[config.mk]
export PLATFORM = sky130hd
export DESIGN_NAME = mul8u_dot_acc
export DESIGN_NICKNAME = d
export VERILOG_FILES = /design/src/rtl/mul8u_dot_pkg.sv /design/src/rtl/mul8u_dot_sat_add.sv /design/src/rtl/mul8u_dot_acc.sv
export SDC_FILE = /design/constraint.sdc
export NUM_CORES = 1
export LEC_CHECK = 0
export BUFFER_PORTS_ARGS = -buffer_cell sky130_fd_sc_hd__clkbuf_2
export CORE_AREA = 2 2 104 106
export CTS_BUF_LIST = sky130_fd_sc_hd__clkbuf_4 sky130_fd_sc_hd__clkbuf_8
export DETAILED_ROUTE_END_ITERATION = 7
export DIE_AREA = 0 0 106 108
export GPL_TIMING_DRIVEN = 0
export PLACE_DENSITY = 0.72
export SETUP_SLACK_MARGIN = 0.1
export SLEW_MARGIN = 30
export SYNTH_ARGS = -nofsm -noshare
export SYNTH_HDL_FRONTEND = slang
export SYNTH_SLANG_ARGS = --single-unit
[constraint.sdc]
create_clock -name clk -period 3.5 [get_ports clk]
set_input_delay 0.175 -clock clk [delete_from_list [all_inputs] [get_ports clk]]
set_output_delay 0.175 -clock clk [all_outputs]
set_load 0.01 [all_outputs]
[src/rtl/mul8u_dot_pkg.sv]
// rtl/mul8u_dot_pkg.sv - shared widths and vector state type for the dot-product accumulator
package mul8u_dot_pkg;

  localparam int OP_W      = 8;
  localparam int PROD_W    = 16;
  localparam int ACC_W_DEF = 24;
  localparam int CNT_W_DEF = 8;

  // IDLE: no vector open; ACCUM: at least one non-last term of a vector accepted
  typedef enum logic {
    IDLE  = 1'b0,
    ACCUM = 1'b1
  } state_t;

endpackage

[src/rtl/mul8u_dot_sat_add.sv]
// rtl/mul8u_dot_sat_add.sv - saturating add of a 16-bit product into the accumulator
module mul8u_dot_sat_add
  import mul8u_dot_pkg::*;
#(
  parameter int ACC_W = ACC_W_DEF
) (
  input  logic [ACC_W-1:0]  acc,
  input  logic [PROD_W-1:0] prod,
  output logic [ACC_W-1:0]  sum,
  output logic              sat
);

  logic [ACC_W:0] full;

  // one extra bit catches the carry; on carry the sum pins to all-ones
  always_comb begin
    full = {1'b0, acc} + {{(ACC_W + 1 - PROD_W){1'b0}}, prod};
    sat  = full[ACC_W];
    sum  = sat ? {ACC_W{1'b1}} : full[ACC_W-1:0];
  end

endmodule

[src/rtl/mul8u_dot_acc.sv]
// rtl/mul8u_dot_acc.sv - streaming dot-product accumulator around an external 8x8 multiplier
module mul8u_dot_acc
  import mul8u_dot_pkg::*;
#(
  parameter int ACC_W = ACC_W_DEF,
  parameter int CNT_W = CNT_W_DEF
) (
  input  logic              clk,
  input  logic              rst,
  input  logic              in_valid,
  output logic              in_ready,
  input  logic [OP_W-1:0]   in_a,
  input  logic [OP_W-1:0]   in_b,
  input  logic              in_last,
  output logic [OP_W-1:0]   mul_a,
  output logic [OP_W-1:0]   mul_b,
  input  logic [PROD_W-1:0] mul_o,
  output logic              out_valid,
  input  logic              out_ready,
  output logic [ACC_W-1:0]  out_sum,
  output logic [CNT_W-1:0]  out_count,
  output logic              out_ovf
);

  logic              s1_valid;
  logic              s1_last;
  logic              s1_adv;
  logic              in_fire;
  logic              consume;
  logic [PROD_W-1:0] prod;
  logic [ACC_W-1:0]  acc;
  logic [ACC_W-1:0]  acc_sum;
  logic              acc_sat;
  logic [CNT_W-1:0]  cnt;
  logic [CNT_W-1:0]  cnt_inc;
  logic              ovf;
  state_t            state;

  // Only a last term waiting on a blocked output can hold S1; non-last terms always drain.
  assign s1_adv   = !(s1_last && out_valid && !out_ready);
  assign in_ready = !s1_valid || s1_adv;
  assign in_fire  = in_valid && in_ready;
  assign consume  = s1_valid && s1_adv;

  // Product is masked when S1 is empty so an undriven multiplier output cannot leak in.
  assign prod    = s1_valid ? mul_o : {PROD_W{1'b0}};
  assign cnt_inc = (cnt == {CNT_W{1'b1}}) ? cnt : cnt + {{(CNT_W - 1){1'b0}}, 1'b1};

  mul8u_dot_sat_add #(
    .ACC_W (ACC_W)
  ) u_sat_add (
    .acc  (acc),
    .prod (prod),
    .sum  (acc_sum),
    .sat  (acc_sat)
  );

  // S1 operand register feeding the external multiplier
  always_ff @(posedge clk or posedge rst) begin
    if (rst) begin
      s1_valid <= 1'b0;
      s1_last  <= 1'b0;
      mul_a    <= '0;
      mul_b    <= '0;
    end else if (in_fire) begin
      s1_valid <= 1'b1;
      s1_last  <= in_last;
      mul_a    <= in_a;
      mul_b    <= in_b;
    end else if (consume) begin
      s1_valid <= 1'b0;
    end
  end

  // S2 running sum, term count and sticky overflow; cleared as a last term closes the vector
  always_ff @(posedge clk or posedge rst) begin
    if (rst) begin
      acc <= '0;
      cnt <= '0;
      ovf <= 1'b0;
    end else if (consume) begin
      if (s1_last) begin
        acc <= '0;
        cnt <= '0;
        ovf <= 1'b0;
      end else begin
        acc <= acc_sum;
        cnt <= cnt_inc;
        ovf <= ovf | acc_sat;
      end
    end
  end

  // Result register; a new result may replace one being accepted on the same edge
  always_ff @(posedge clk or posedge rst) begin
    if (rst) begin
      out_valid <= 1'b0;
      out_sum   <= '0;
      out_count <= '0;
      out_ovf   <= 1'b0;
    end else if (consume && s1_last) begin
      out_valid <= 1'b1;
      out_sum   <= acc_sum;
      out_count <= cnt_inc;
      out_ovf   <= ovf | acc_sat;
    end else if (out_ready) begin
      out_valid <= 1'b0;
    end
  end

  // Vector tracking: a freshly opened vector wins over closing the previous one on the same edge
  always_ff @(posedge clk or posedge rst) begin
    if (rst) begin
      state <= IDLE;
    end else begin
      case (state)
        IDLE: begin
          if (in_fire && !in_last) state <= ACCUM;
        end
        ACCUM: begin
          if (consume && s1_last && !(in_fire && !in_last)) state <= IDLE;
        end
        default: state <= IDLE;
      endcase
    end
  end

endmodule

After elaboration in Yosys (flattened, before gate mapping)
Cells that the tools add are included.
{"block": "classes", "addsub": 2, "multipliers": 0, "n_div": 0, "n_lt_le_gt_ge": 0, "eq_ne": 1, "shift": 0, "n_mux": 10, "n_bitwise": 1, "reduce_logical": 11}
{"op": "$mux 24", "count": 2}
{"op": "$add 24x16->25", "count": 1}
{"op": "$mux 16", "count": 1}
{"op": "$mux 8", "count": 2}
{"op": "$add 8x1->8 const B", "count": 1}
{"op": "$eq 8x8->1 const B", "count": 1}
{"op": "$logic_and 1x1->1", "count": 5}
{"op": "$mux 1", "count": 5}
{"op": "$reduce_bool 2->1", "count": 2}
{"op": "$logic_not 1->1", "count": 3}
{"op": "$logic_or 1x1->1", "count": 1}
{"op": "$or 1x1->1", "count": 1}
{"block": "word_totals", "reg_bits": 85, "latch_bits": 0, "mem_bits_rw": 0, "mem_bits_ro": 0, "input_bits": 37, "word_cells": 36, "mem_count": 0}

Depth between registers and ports, before layout
Gate-level depths: netlist (run 1).
{"block": "logic_depth", "depth_word": 6, "depth_mapped": 14, "mapped_depth_nobuf": 10}

Modules after synthesis
From an unflattened synthesis (run 1), not the netlist that was laid out.
{"block": "hier_totals", "hier_cells": 551, "hier_area_um2": 4875.9}
{"module": "mul8u_dot_acc", "n_inst": 1, "cells_each": 366, "area_per_inst_um2": 3643.5, "seq_area_each_um2": 2127.0}
{"module": "mul8u_dot_sat_add", "n_inst": 1, "cells_each": 185, "area_per_inst_um2": 1232.4, "seq_area_each_um2": 0.0}

Worst setup path before layout (run 1)
OpenSTA, ideal clock, no wires.
{"block": "synth_path", "path_kind": "register to register", "from": "reg s1_valid", "to": "reg acc[19]", "setup_ns": 0.133, "arrival_ns": 2.790, "required_time_ns": 3.367, "setup_slack_ns": 0.577, "path_stages_with_launch": 15, "synth_period_minus_slack_ns": 2.923, "path_cell_list": "dfrtp_1 > clkbuf_1 > clkbuf_1 > and2_1 > ha_1 > fa_1 > a211oi_1 > o21a_1 > o31a_4 > o211ai_4 > and3_1 > buf_4 > buf_6 > a21oi_1 > o22ai_2"}
{"block": "synth_via", "elab_chain_cells": 4, "elab_cells_between_ends": 5}
{"element": "from (decl)", "line": "mul8u_dot_acc.sv:25", "rtl": "logic s1_valid;"}
{"element": "from (signal assigned)", "line": "mul8u_dot_acc.sv:61", "rtl": "s1_valid <= 1'b0;"}
{"element": "from (signal assigned)", "line": "mul8u_dot_acc.sv:66", "rtl": "s1_valid <= 1'b1;"}
{"element": "from (signal assigned)", "line": "mul8u_dot_acc.sv:71", "rtl": "s1_valid <= 1'b0;"}
{"element": "$mux 16", "line": "mul8u_dot_acc.sv:46", "rtl": "assign prod = s1_valid ? mul_o : {PROD_W{1'b0}};"}
{"element": "$add 24x16->25", "line": "mul8u_dot_sat_add.sv:17", "rtl": "full = {1'b0, acc} + {{(ACC_W + 1 - PROD_W){1'b0}}, prod};"}
{"element": "$mux 24", "line": "mul8u_dot_sat_add.sv:19", "rtl": "sum = sat ? {ACC_W{1'b1}} : full[ACC_W-1:0];"}
{"element": "$mux 24", "line": "mul8u_dot_acc.sv:82", "rtl": "if (s1_last) begin"}
{"element": "to (signal assigned)", "line": "mul8u_dot_acc.sv:87", "rtl": "acc <= acc_sum;"}
{"element": "to (decl)", "line": "mul8u_dot_acc.sv:31", "rtl": "logic [ACC_W-1:0] acc;"}
Parallel ways exist; a longest one is shown, timed or not.
A chain may end at the register's enable or synchronous reset.

Final worst setup path (run 1)
{"block": "layout_path", "from": "reg s1_valid", "to": "reg out_sum[23]"}
{"block": "layout_via", "elab_chain_cells": 3, "elab_cells_between_ends": 5}
{"element": "$mux 16", "line": "mul8u_dot_acc.sv:46"}
{"element": "$add 24x16->25", "line": "mul8u_dot_sat_add.sv:17"}
{"element": "$mux 24", "line": "mul8u_dot_sat_add.sv:19"}
{"element": "to (signal assigned)", "line": "mul8u_dot_acc.sv:103", "rtl": "out_sum <= acc_sum;"}
{"element": "to (decl)", "line": "mul8u_dot_acc.sv:20", "rtl": "output logic [ACC_W-1:0] out_sum,"}
Parallel ways exist; a longest one is shown, timed or not.

==> metrics.csv, run 1 <==
stage;metric;value;unit
timing;Slew Limit Headroom;0.526;
setup_path;CP startpoint;s1_valid$_DFFE_PP0P_;
timing;final setup fails;0;
setup_path;r2r startpoint;s1_valid$_DFFE_PP0P_;
power_and_ir_drop;Pwr Total;3.30;mW
setup_path;crit path launch type;flop;
timing;WHS;0.0294;ns
final_layout;share of cells above drive strength 1;0.238;
min_path;Worst Hold Launch;in_valid;
power_and_ir_drop;Leak;2.55;nW
timing;fin. max-slew vios;0;
detailed_routing;Total Wirelength;11.3;mm
setup_path;CP cell instances;clkbuf_4 -> buf_2 -> and2_1 -> ha_1 -> clkbuf_1 -> a21oi_1 -> o21bai_1 -> a21oi_1 -> or3b_2 -> o21a_1 -> o31ai_1 -> a31oi_1;
floorplan;die height;108;um
cts;CTS tree;built;
synthesis;EDFF count, synth;0;
global_routing;first-pass GRT wire length;18.9;mm
power_and_ir_drop;peak supply drop;0.000315;V
timing;Worst-Margin Slew;0.708;ns
setup_path;Worst Path Required;3.72;ns
final_layout;most common cell after layout, fill and taps aside;clkbuf_2;
placement;global placement routability congestion;0.903;
synthesis;share of the synthesized area in the top cell type;0.465;
synthesis;cell taking the most area after synthesis;dfrtp_1;
synthesis;dominant cells by area after synthesis;dfrtp_1 (46%), nand2_1 (5.3%), ha_1 (4.6%);
placement;I/O Buffers;87;
power_and_ir_drop;Power Dens Cells;608;mW/mm2
detailed_routing;vias per cell;5.47;
power_and_ir_drop;Clk network pwr share;0.201;
synthesis;Async S/R FF share, synth;1.00;
timing;setup TNS;0;ns
synthesis;Mapped Nets;543;
setup_path;crit-path max cell delay;0.49;ns
setup_path;Crit. End Element;flop;
floorplan;I/O Pins;88;
cts;worst-skew pair later-pin latency;0.37;ns
global_routing;number of antenna violations at the first check in global routing;0;
cts;clock transition at the registers of the reported paths;0.08;ns
detailed_routing;antenna viol nets, final;0;
timing;final hold violation count;0;
timing;RSZ-0062 raised after global routing;false;
synthesis;Cell Area, Synth;0.00458;mm2
timing;final clock skew;0.0140;ns
status;status;complete, no violations;
power_and_ir_drop;Seq pwr share;0.417;
synthesis;Ys Warns;0;
synthesis;ys flop type;dfrtp_1;
detailed_routing;Pre-Repair DR Iteration Count;4;
floorplan;core area;0.0102;mm2
power_and_ir_drop;P_int;2.01;mW
power_and_ir_drop;Switching Share;0.390;
setup_path;slowest CP cell;or3b_2;
final_layout;most frequent cells in the layout;clkbuf_2 (87), dfrtp_1 (85), nand2_1 (64);
synthesis;FF+latch count, synth;85;
floorplan;die width;106;um
synthesis;sequential area share after synthesis;0.465;
timing;crit share post-route;0.913;
final_layout;area delta synth->final;18.6;%
global_routing;largest net degree at the start of global routing;70;
min_path;Hold WC Path Type;input pin to flop;
power_and_ir_drop;Comb pwr share;0.382;
detailed_routing;# DRC;0;
detailed_routing;wire per inst;15.5;um
setup_path;critical path class;flop to flop;
cts;# clock sinks;85;
global_routing;total global-route track usage;0.208;
floorplan;Initial Utilization;0.447;
detailed_routing;drt initial violations;196;
cts;H-tree depth;3;
setup_path;most used cell, CP;a21oi_1;
final_layout;Final #Nets;643;
timing;FMAX;0.313;GHz
setup_path;CP max FO;10;
detailed_routing;DR vias;3991;
setup_path;CP arrival;3.41;ns
final_layout;Ant. Diodes;0;
global_routing;vias in the first global route;3882;
placement;DP Wirelength;8.54;mm
floorplan;die area;0.0114;mm2
synthesis;Yosys cell types;50;
synthesis;mean area per synthesized cell;9.38;um2
cts;root buffer cell;clkbuf_8;
cts;CTS buffer count;9;
global_routing;Congestion Overflow GR;0;
floorplan;FP Rows;37;
run;max_cap viols;0;
power_and_ir_drop;Net Switching;1.29;mW
timing;minimum clock period;3.20;ns
synthesis;Synth Instances;488;
cts;maximum buffer depth of the clock tree;2;
## kinds of logic (layout without fill, tap and decap cells)
kind of cell / count (synthesis) / in the layout / synth area share
buf+inv: 35 / 140 / 0.0317
simple gates: 162 / 162 / 0.167
compound gates: 148 / 148 / 0.199
fa+ha+maj: 18 / 18 / 0.0509
flops: 85 / 85 / 0.465
xor+xnor: 21 / 21 / 0.0402
mux: 19 / 19 / 0.0462
## metal layers
metal | vias to the layer above | global-route usage | routed length (um)
li1 | 1931 | - | -
met1 | 1917 | 0.278 | 5160
met2 | 128 | 0.353 | 5490
met3 | 15 | 0.0319 | 498
met4 | 0 | 0.0573 | 157
met5 | - | 0 | 0
## path summary, 6_finish.rpt
| path | endpoint | slack, ns | cells after the start |
|---|---|---|---|
| max | out_sum[23]$_DFFE_PP0P_ | 0.30 | 12 |
| min | s1_valid$_DFFE_PP0P_ | 0.03 | 2 |
| max reg2reg | out_sum[23]$_DFFE_PP0P_ | 0.30 | 12 |
| min reg2reg | out_ovf$_DFFE_PP0P_ | 0.47 | 2 |
| max in group asynchronous | out_sum[19]$_DFFE_PP0P_ | 2.66 | 4 |
| min in group asynchronous | out_count[0]$_DFFE_PP0P_ | 0.26 | 3 |
## flip-flops by register name (all words and copies together), names as in the netlist
register   cells
out_sum       24
mul_a          8
s1_last        1
s1_valid       1
acc           24
cnt            8
out_count      8
out_valid      1
ovf            1
out_ovf        1
mul_b          8
## Yosys cell counts, types with 2 or more instances
cell type,number
dfrtp_1,85
nand2_1,64
a21oi_1,41
o21ai_0,37
nor2_1,35
clkbuf_1,24
and2_1,19
ha_1,17
mux2_2,17
a21o_1,13
a31oi_1,13
o21ai_1,13
xnor2_1,13
nand3_1,11
nor3_1,9
xor2_1,8
inv_1,7
nand4_1,7
o21a_1,6
nor2b_1,4
o21bai_1,4
o31ai_1,4
o22ai_1,3
a32o_1,2
and3_1,2
buf_2,2
mux2i_1,2
nand2b_1,2
o22ai_2,2
or4_1,2
## power by group through the flow
| stage | clock (mW) | sequential, mW | combinational (mW) |
|---|---|---|---|
| 3_3_place_gp | 0 | 1.38 | 1.21 |
| 3_5_place_dp | 0 | 1.39 | 1.24 |
| 6_report | 0.664 | 1.38 | 1.26 |
| 2_1_floorplan | 0 | 1.44 | 0.791 |
| 5_1_grt | 0.711 | 1.41 | 1.41 |
| 4_1_cts | 0.673 | 1.37 | 1.26 |
## through the flow
stage	utilization	instance area (um2)	worst slack, ns	instances
6_report	0.531	5430	0.304	729
5_1_grt	0.531	5430	0.102	729
4_1_cts	0.529	5410	0.102	729
3_5_place_dp	0.510	5210	-0.0910	712
3_3_place_gp	0.506	5180	-0.00688	711
2_1_floorplan	-	4580	0.577	488
## worst max-delay path: cells and delay by family (launching register included)
family                     cells  cell delay, ns
AOI/OAI and AO/OA              6            1.03
adders and majority gates      1            0.26
DFF                            1            0.40
and+or+nand+nor                2            0.64
buffers and inverters          3            0.70
## final cells by class
| class | count | area [um2] |
|---|---|---|
| clock buffers | 10 | 138 |
| clock inverters | 6 | 46.3 |
| flip-flops and latches | 85 | 2130 |
| well taps | 136 | 170 |
| fillers | 933 | 4800 |
| plain buffers | 28 | 124 |
| inverters | 7 | 31.3 |
| repair buffers | 89 | 473 |
| multi-input cells | 368 | 2320 |
## repair_timing
item / in CTS / in global routing
buffers inserted: 0 / 0
gates cloned: 0 / 0
hold buffers: 1 / 0
resized for setup: 3 / 8
endpoints found under the hold margin: 16 / 0
setup endpoints to repair: 36 / 41
Note: power is estimated with default switching activity, not from simulation.
==> run 2, diff against run 1 <==
Settings changed: GPL_TIMING_DRIVEN 0 to 1.
==> metrics.csv, run 2 (synthesized netlist as in run 1, its figures left out) <==
stage;metric;value;unit;change
status;status;complete, no violations;;
floorplan;I/O Pins;88;;unchanged
detailed_routing;# DRC;0;;unchanged
cts;clock transition at the registers of the reported paths;0.09;ns;about the same
final_layout;final core occ;0.520;;-0.0110
final_layout;largest registers;acc: 24 flops, out_sum: 24 flops;;
timing;Worst-Margin Slew;0.738;ns;+0.0301 ns
detailed_routing;vias per cell;5.46;;-0.27%
timing;final clock skew;0.0109;ns;-0.00310 ns
power_and_ir_drop;P_int;2.02;mW;+0.27%
min_path;Hold Path Depth;2;;unchanged
cts;root buffer cell;clkbuf_8;;
timing;FMAX;0.329;GHz;+5.2%
timing;crit share post-route;0.868;;-0.0455
cts;maximum buffer depth of the clock tree;2;;unchanged
detailed_routing;wire per inst;15.3;um;-1.3%
setup_path;CP arrival;3.28;ns;-0.13 ns
cts;CTS buffer count;9;;unchanged
setup_path;Worst Path Required;3.74;ns;+0.02 ns
setup_path;slowest CP cell;dfrtp_1;;
timing;setup TNS;0;ns;unchanged
timing;final setup fails;0;;unchanged
floorplan;Initial Utilization;0.447;;unchanged
cts;worst-skew pair later-pin latency;0.37;ns;about the same
power_and_ir_drop;Clk network pwr share;0.206;;+0.005
power_and_ir_drop;Comb pwr share;0.373;;-0.009
detailed_routing;Pre-Repair DR Iteration Count;4;;unchanged
setup_path;critical path depth;10;;-2
setup_path;R2R cell count;10;;-2
final_layout;share of cells above drive strength 1;0.240;;+0.00216
floorplan;core area;0.0102;mm2;unchanged
placement;I/O Buffers;87;;unchanged
power_and_ir_drop;Leak;2.52;nW;-1.3%
timing;fin. max-slew vios;0;;unchanged
setup_path;critical path class;flop to flop;;
global_routing;met1 usage;0.246;;-0.0325
setup_path;CP cell instances;and2_1 -> ha_1 -> fa_1 -> a211oi_1 -> o21a_1 -> o31a_4 -> o211ai_4 -> and3_2 -> nor2_1 -> a21oi_1;;
power_and_ir_drop;Switching Share;0.385;;-0.00438
min_path;Hold WC Path Type;input pin to flop;;
detailed_routing;Total Wirelength;10.8;mm;-4.3%
global_routing;vias in the first global route;3879;;-0.077%
floorplan;die area;0.0114;mm2;unchanged
placement;pre-CTS setup slack;0.387;ns;+0.478 ns
detailed_routing;drt initial violations;221;;+13%
setup_path;CP max FO;16;;+6
global_routing;busiest layer in global routing;met2;;
power_and_ir_drop;Power Dens Cells;618;mW/mm2;+1.7%
floorplan;FP Rows;37;;unchanged
setup_path;Crit path buffers/inverters;0;;-3
final_layout;Design Area, Final;0.00532;mm2;-2.1%
final_layout;area delta synth->final;16.2;%;
floorplan;die height;108;um;unchanged
detailed_routing;antenna viol nets, final;0;;unchanged
power_and_ir_drop;peak supply drop;0.000217;V;-31%
final_layout;Ant. Diodes;0;;unchanged
timing;Slew Limit Headroom;0.507;;-0.0189
power_and_ir_drop;Net Switching;1.27;mW;-1.6%
timing;final hold violation count;0;;unchanged
power_and_ir_drop;Seq pwr share;0.421;;+0.004
placement;DP Wirelength;8.02;mm;-6.1%
cts;# clock sinks;85;;unchanged
cts;number of post-CTS setup repair buffers;0;;unchanged
global_routing;Congestion Overflow GR;0;;unchanged
setup_path;crit-path max cell delay;0.53;ns;+0.04 ns
global_routing;first-pass GRT wire length;18.3;mm;-3.3%
cts;CTS tree;built;;
global_routing;GR Layer Usage met2;0.349;;-0.00461
detailed_routing;DR vias;3860;;-3.3%
timing;WHS;0.0186;ns;-0.0107 ns
global_routing;largest net degree at the start of global routing;44;;-37%
power_and_ir_drop;Pwr Total;3.28;mW;-0.44%
cts;H-tree depth;3;;unchanged
timing;RSZ-0062 raised after global routing;false;;
final_layout;most frequent cells in the layout;clkbuf_2 (87), dfrtp_1 (85), nand2_1 (64);;
setup_path;Crit. End Element;flop;;
floorplan;die width;106;um;unchanged
global_routing;met3 Track Usage GR;0.0265;;-0.00542
timing;final worst slack;0.463;ns;+0.159 ns
setup_path;CP top delay family;compound AO/OA/AOI/OAI gates;;
placement;Placement Cell Area;0.00512;mm2;-1.9%
run;max_cap viols;0;;unchanged
placement;Placed Cells;690;;-3.1%
final_layout;Final Non-Filler Cells;707;;-3.0%
final_layout;most common cell after layout, fill and taps aside;clkbuf_2;;
timing;minimum clock period;3.04;ns;-0.159 ns
global_routing;total global-route track usage;0.199;;-0.00827
setup_path;crit path launch type;flop;;
final_layout;Final #Nets;621;;-3.4%
placement;global placement routability congestion;0.902;;-0.12%
global_routing;number of antenna violations at the first check in global routing;0;;unchanged
run 2: worst paths after layout:
path | from | endpoint | slack, ns
setup reg to reg | s1_valid$_DFFE_PP0P_ | out_sum[18]$_DFFE_PP0P_ | 0.46
min in group asynchronous | rst | mul_a[7]$_DFFE_PP0P_ | 0.45
hold reg to reg | out_count[0]$_DFFE_PP0P_ | out_count[0]$_DFFE_PP0P_ | 0.49
max in group asynchronous | rst | acc[16]$_DFFE_PP0P_ | 2.04
setup / recovery | s1_valid$_DFFE_PP0P_ | out_sum[18]$_DFFE_PP0P_ | 0.46
hold / removal | in_valid | s1_valid$_DFFE_PP0P_ | 0.02
run 2: repair_timing:
item	in CTS	in global routing
hold buffers	1	0
resized for setup	0	1
endpoints found under the hold margin	42	0
setup endpoints to repair	0	1
run 2: per-layer routing:
metal  part of all wire  vias up
met5                  0        -
met4              0.018        0
met3              0.036       13
met2               0.51       91
met1               0.44     1874
li1                   -     1882
run 2: layout make-up:
class	count	area, um2
Clock inverter	5	42.5
Multi-Input combinational cell	368	2300
Fill cell	944	4920
Tap cell	136	170
Inverter	7	27.5
Timing Repair Buffer	95	498
Sequential cell	85	2130
Clock buffer	11	145
run 2: power by group through the flow:
stage	logic (mW)	clock network [mW]	registers (mW)
6_report	1.22	0.677	1.38
5_1_grt	1.36	0.731	1.42
4_1_cts	1.23	0.690	1.38
3_5_place_dp	1.22	0	1.40
3_3_place_gp	1.20	0	1.40
2_1_floorplan	0.791	0	1.44
==> run 3, diff against run 2 <==
Settings changed: MAX_ROUTING_LAYER set to met4.
==> metrics.csv, run 3 (synthesized netlist as in run 1, its figures left out) <==
stage;metric;value;unit;change
status;status;complete, no violations;;
setup_path;CP startpoint;s1_valid$_DFFE_PP0P_;;
detailed_routing;Total Wirelength;10.9;mm;+1.1%
setup_path;Crit. End Element;flop;;
cts;worst-skew pair later-pin latency;0.36;ns;about the same
cts;CTS buffer count;9;;unchanged
final_layout;share of cells above drive strength 1;0.240;;unchanged
setup_path;R2R Setup Slk;0.45;ns;about the same
timing;crit share post-route;0.872;;+0.00388
cts;clock transition at the registers of the reported paths;0.08;ns;about the same
min_path;Hold WC Path Type;input pin to flop;;
cts;maximum buffer depth of the clock tree;2;;unchanged
timing;FMAX;0.328;GHz;-0.44%
timing;fin. max-slew vios;0;;unchanged
placement;global placement routability congestion;0.904;;+0.20%
setup_path;Worst Path Required;3.73;ns;about the same
timing;RSZ-0062 raised after global routing;false;;
timing;final hold violation count;0;;unchanged
setup_path;CP top delay family;compound AO/OA/AOI/OAI gates;;
global_routing;largest net degree at the start of global routing;39;;-11%
run;max_cap viols;0;;unchanged
setup_path;crit path launch type;flop;;
min_path;Worst Hold Launch;in_valid;;
setup_path;CP arrival;3.28;ns;about the same
setup_path;CP cell instances;and2_1 -> ha_1 -> fa_1 -> a211oi_1 -> o21a_1 -> o31a_4 -> o211ai_4 -> and3_2 -> nor2_1 -> a21oi_1;;
floorplan;I/O Pins;88;;unchanged
floorplan;Initial Utilization;0.447;;unchanged
timing;minimum clock period;3.05;ns;+0.0136 ns
setup_path;R2R cell count;10;;unchanged
floorplan;FP Rows;37;;unchanged
global_routing;vias in the first global route;3827;;-1.3%
detailed_routing;drt initial violations;242;;+9.5%
min_path;WHS Endpoint;s1_valid$_DFFE_PP0P_;;
detailed_routing;# DRC;0;;unchanged
floorplan;die width;106;um;unchanged
setup_path;r2r startpoint;s1_valid$_DFFE_PP0P_;;
setup_path;crit-path max cell delay;0.53;ns;about the same
power_and_ir_drop;Leak;2.53;nW;+0.38%
setup_path;critical path class;flop to flop;;
placement;I/O Buffers;87;;unchanged
floorplan;die height;108;um;unchanged
placement;Placed Cells;691;;+0.14%
detailed_routing;antenna viol nets, final;0;;unchanged
detailed_routing;Pre-Repair DR Iteration Count;5;;+1
power_and_ir_drop;peak supply drop;0.000286;V;+32%
placement;DP Wirelength;8.14;mm;+1.4%
cts;CTS tree;built;;
cts;# clock sinks;85;;unchanged
global_routing;first-pass GRT wire length;18.5;mm;+0.83%
cts;H-tree depth;3;;unchanged
setup_path;CP max FO;16;;unchanged
global_routing;Congestion Overflow GR;0;;unchanged
timing;final setup fails;0;;unchanged
timing;setup TNS;0;ns;unchanged
timing;Slew Limit Headroom;0.501;;-0.00638
final_layout;area delta synth->final;16.5;%;
final_layout;Ant. Diodes;0;;unchanged
final_layout;Final #Nets;622;;+0.16%
setup_path;slowest CP cell;dfrtp_1;;
cts;root buffer cell;clkbuf_8;;
timing;final clock skew;0.00710;ns;-0.00380 ns
floorplan;die area;0.0114;mm2;unchanged
setup_path;Crit path buffers/inverters;0;;unchanged
floorplan;core area;0.0102;mm2;unchanged
detailed_routing;vias per cell;5.51;;+0.96%
final_layout;most frequent cells in the layout;clkbuf_2 (87), dfrtp_1 (85), nand2_1 (64);;
power_and_ir_drop;Pwr Total;3.32;mW;+0.95%
setup_path;end of the worst register-to-register path;out_sum[17]$_DFFE_PP0P_;;
global_routing;total global-route track usage;0.208;;+0.00857
detailed_routing;DR vias;3897;;+0.96%
final_layout;most common cell after layout, fill and taps aside;clkbuf_2;;
power_and_ir_drop;Power Dens Cells;622;mW/mm2;+0.62%
final_layout;Final Non-Filler Cells;707;;unchanged
min_path;Hold Path Depth;2;;unchanged
global_routing;number of antenna violations at the first check in global routing;0;;unchanged
timing;Worst-Margin Slew;0.742;ns;+0.00408 ns
detailed_routing;wire per inst;15.5;um;+1.1%
final_layout;largest registers;acc: 24 flops, out_sum: 24 flops;;
## run 3: cell types whose count changed in the layout (fill, tap and decap cells not counted)
cell,delta
bufinv_16,+1
buf_4,+1
clkbuf_4,-1
clkinv_4,-1
clkinv_2,+1
inv_6,-1
## run 3: where the power goes
group	switching (mW)	total, mW	leakage, nW	internal, mW
combinational	0.723	1.23	1.35	0.504
sequential	0.162	1.38	1.08	1.22
clock	0.356	0.704	0.0987	0.348
## run 3: cell type report
cell class              instances  area (um2)
multi-input cells             368        2300
clock inverters                 5        60.1
fillers                       981        4900
repair buffers                 96         505
inverters                       7        27.5
clock buffers                  10         138
well taps                     136         170
flip-flops and latches         85        2130
## run 3: layer usage
layer,wire length [um],global-route usage,vias up,part of all wire
met5,0,-,-,0
met1,4660,0.263,1893,0.43
met2,5570,0.349,105,0.51
met3,524,0.0301,18,0.048
li1,-,-,1881,-
met4,187,0.0648,0,0.017
## run 3: per-stage QoR
stage / utilization / instance area (um2) / worst slack, ns / hold slack (ns)
CTS: 0.521 / 5330 / 0.344 / 0.0247
global placement: 0.501 / 5120 / 0.452 / 0.180
detailed placement: 0.501 / 5120 / 0.376 / 0.188
global route: 0.521 / 5330 / 0.209 / 0.0285
floorplan: - / 4580 / 0.577 / 0.283
finish: 0.521 / 5330 / 0.450 / 0.0369
## run 3: how the worst max path moves through the flow
| stage | slack, ns | cells after the start | end |
|---|---|---|---|
| after CTS | 0.34 | 10 | out_sum[17]$_DFFE_PP0P_ |
| final | 0.45 | 10 | out_sum[17]$_DFFE_PP0P_ |
| after global placement | 0.45 | 10 | out_sum[21]$_DFFE_PP0P_ |
| after detailed placement | 0.38 | 10 | out_sum[17]$_DFFE_PP0P_ |
| after global routing | 0.21 | 9 | out_sum[21]$_DFFE_PP0P_ |
| after floorplan | 0.58 | 14 | acc[19]$_DFFE_PP0P_ |
## run 3: repair_timing
action                                  in CTS  in global routing
hold buffers                                 1                  0
gates resized for setup                      0                  1
hold endpoints to repair                    24                  0
endpoints found under the setup margin       0                  1
setup buffers                                0                  0
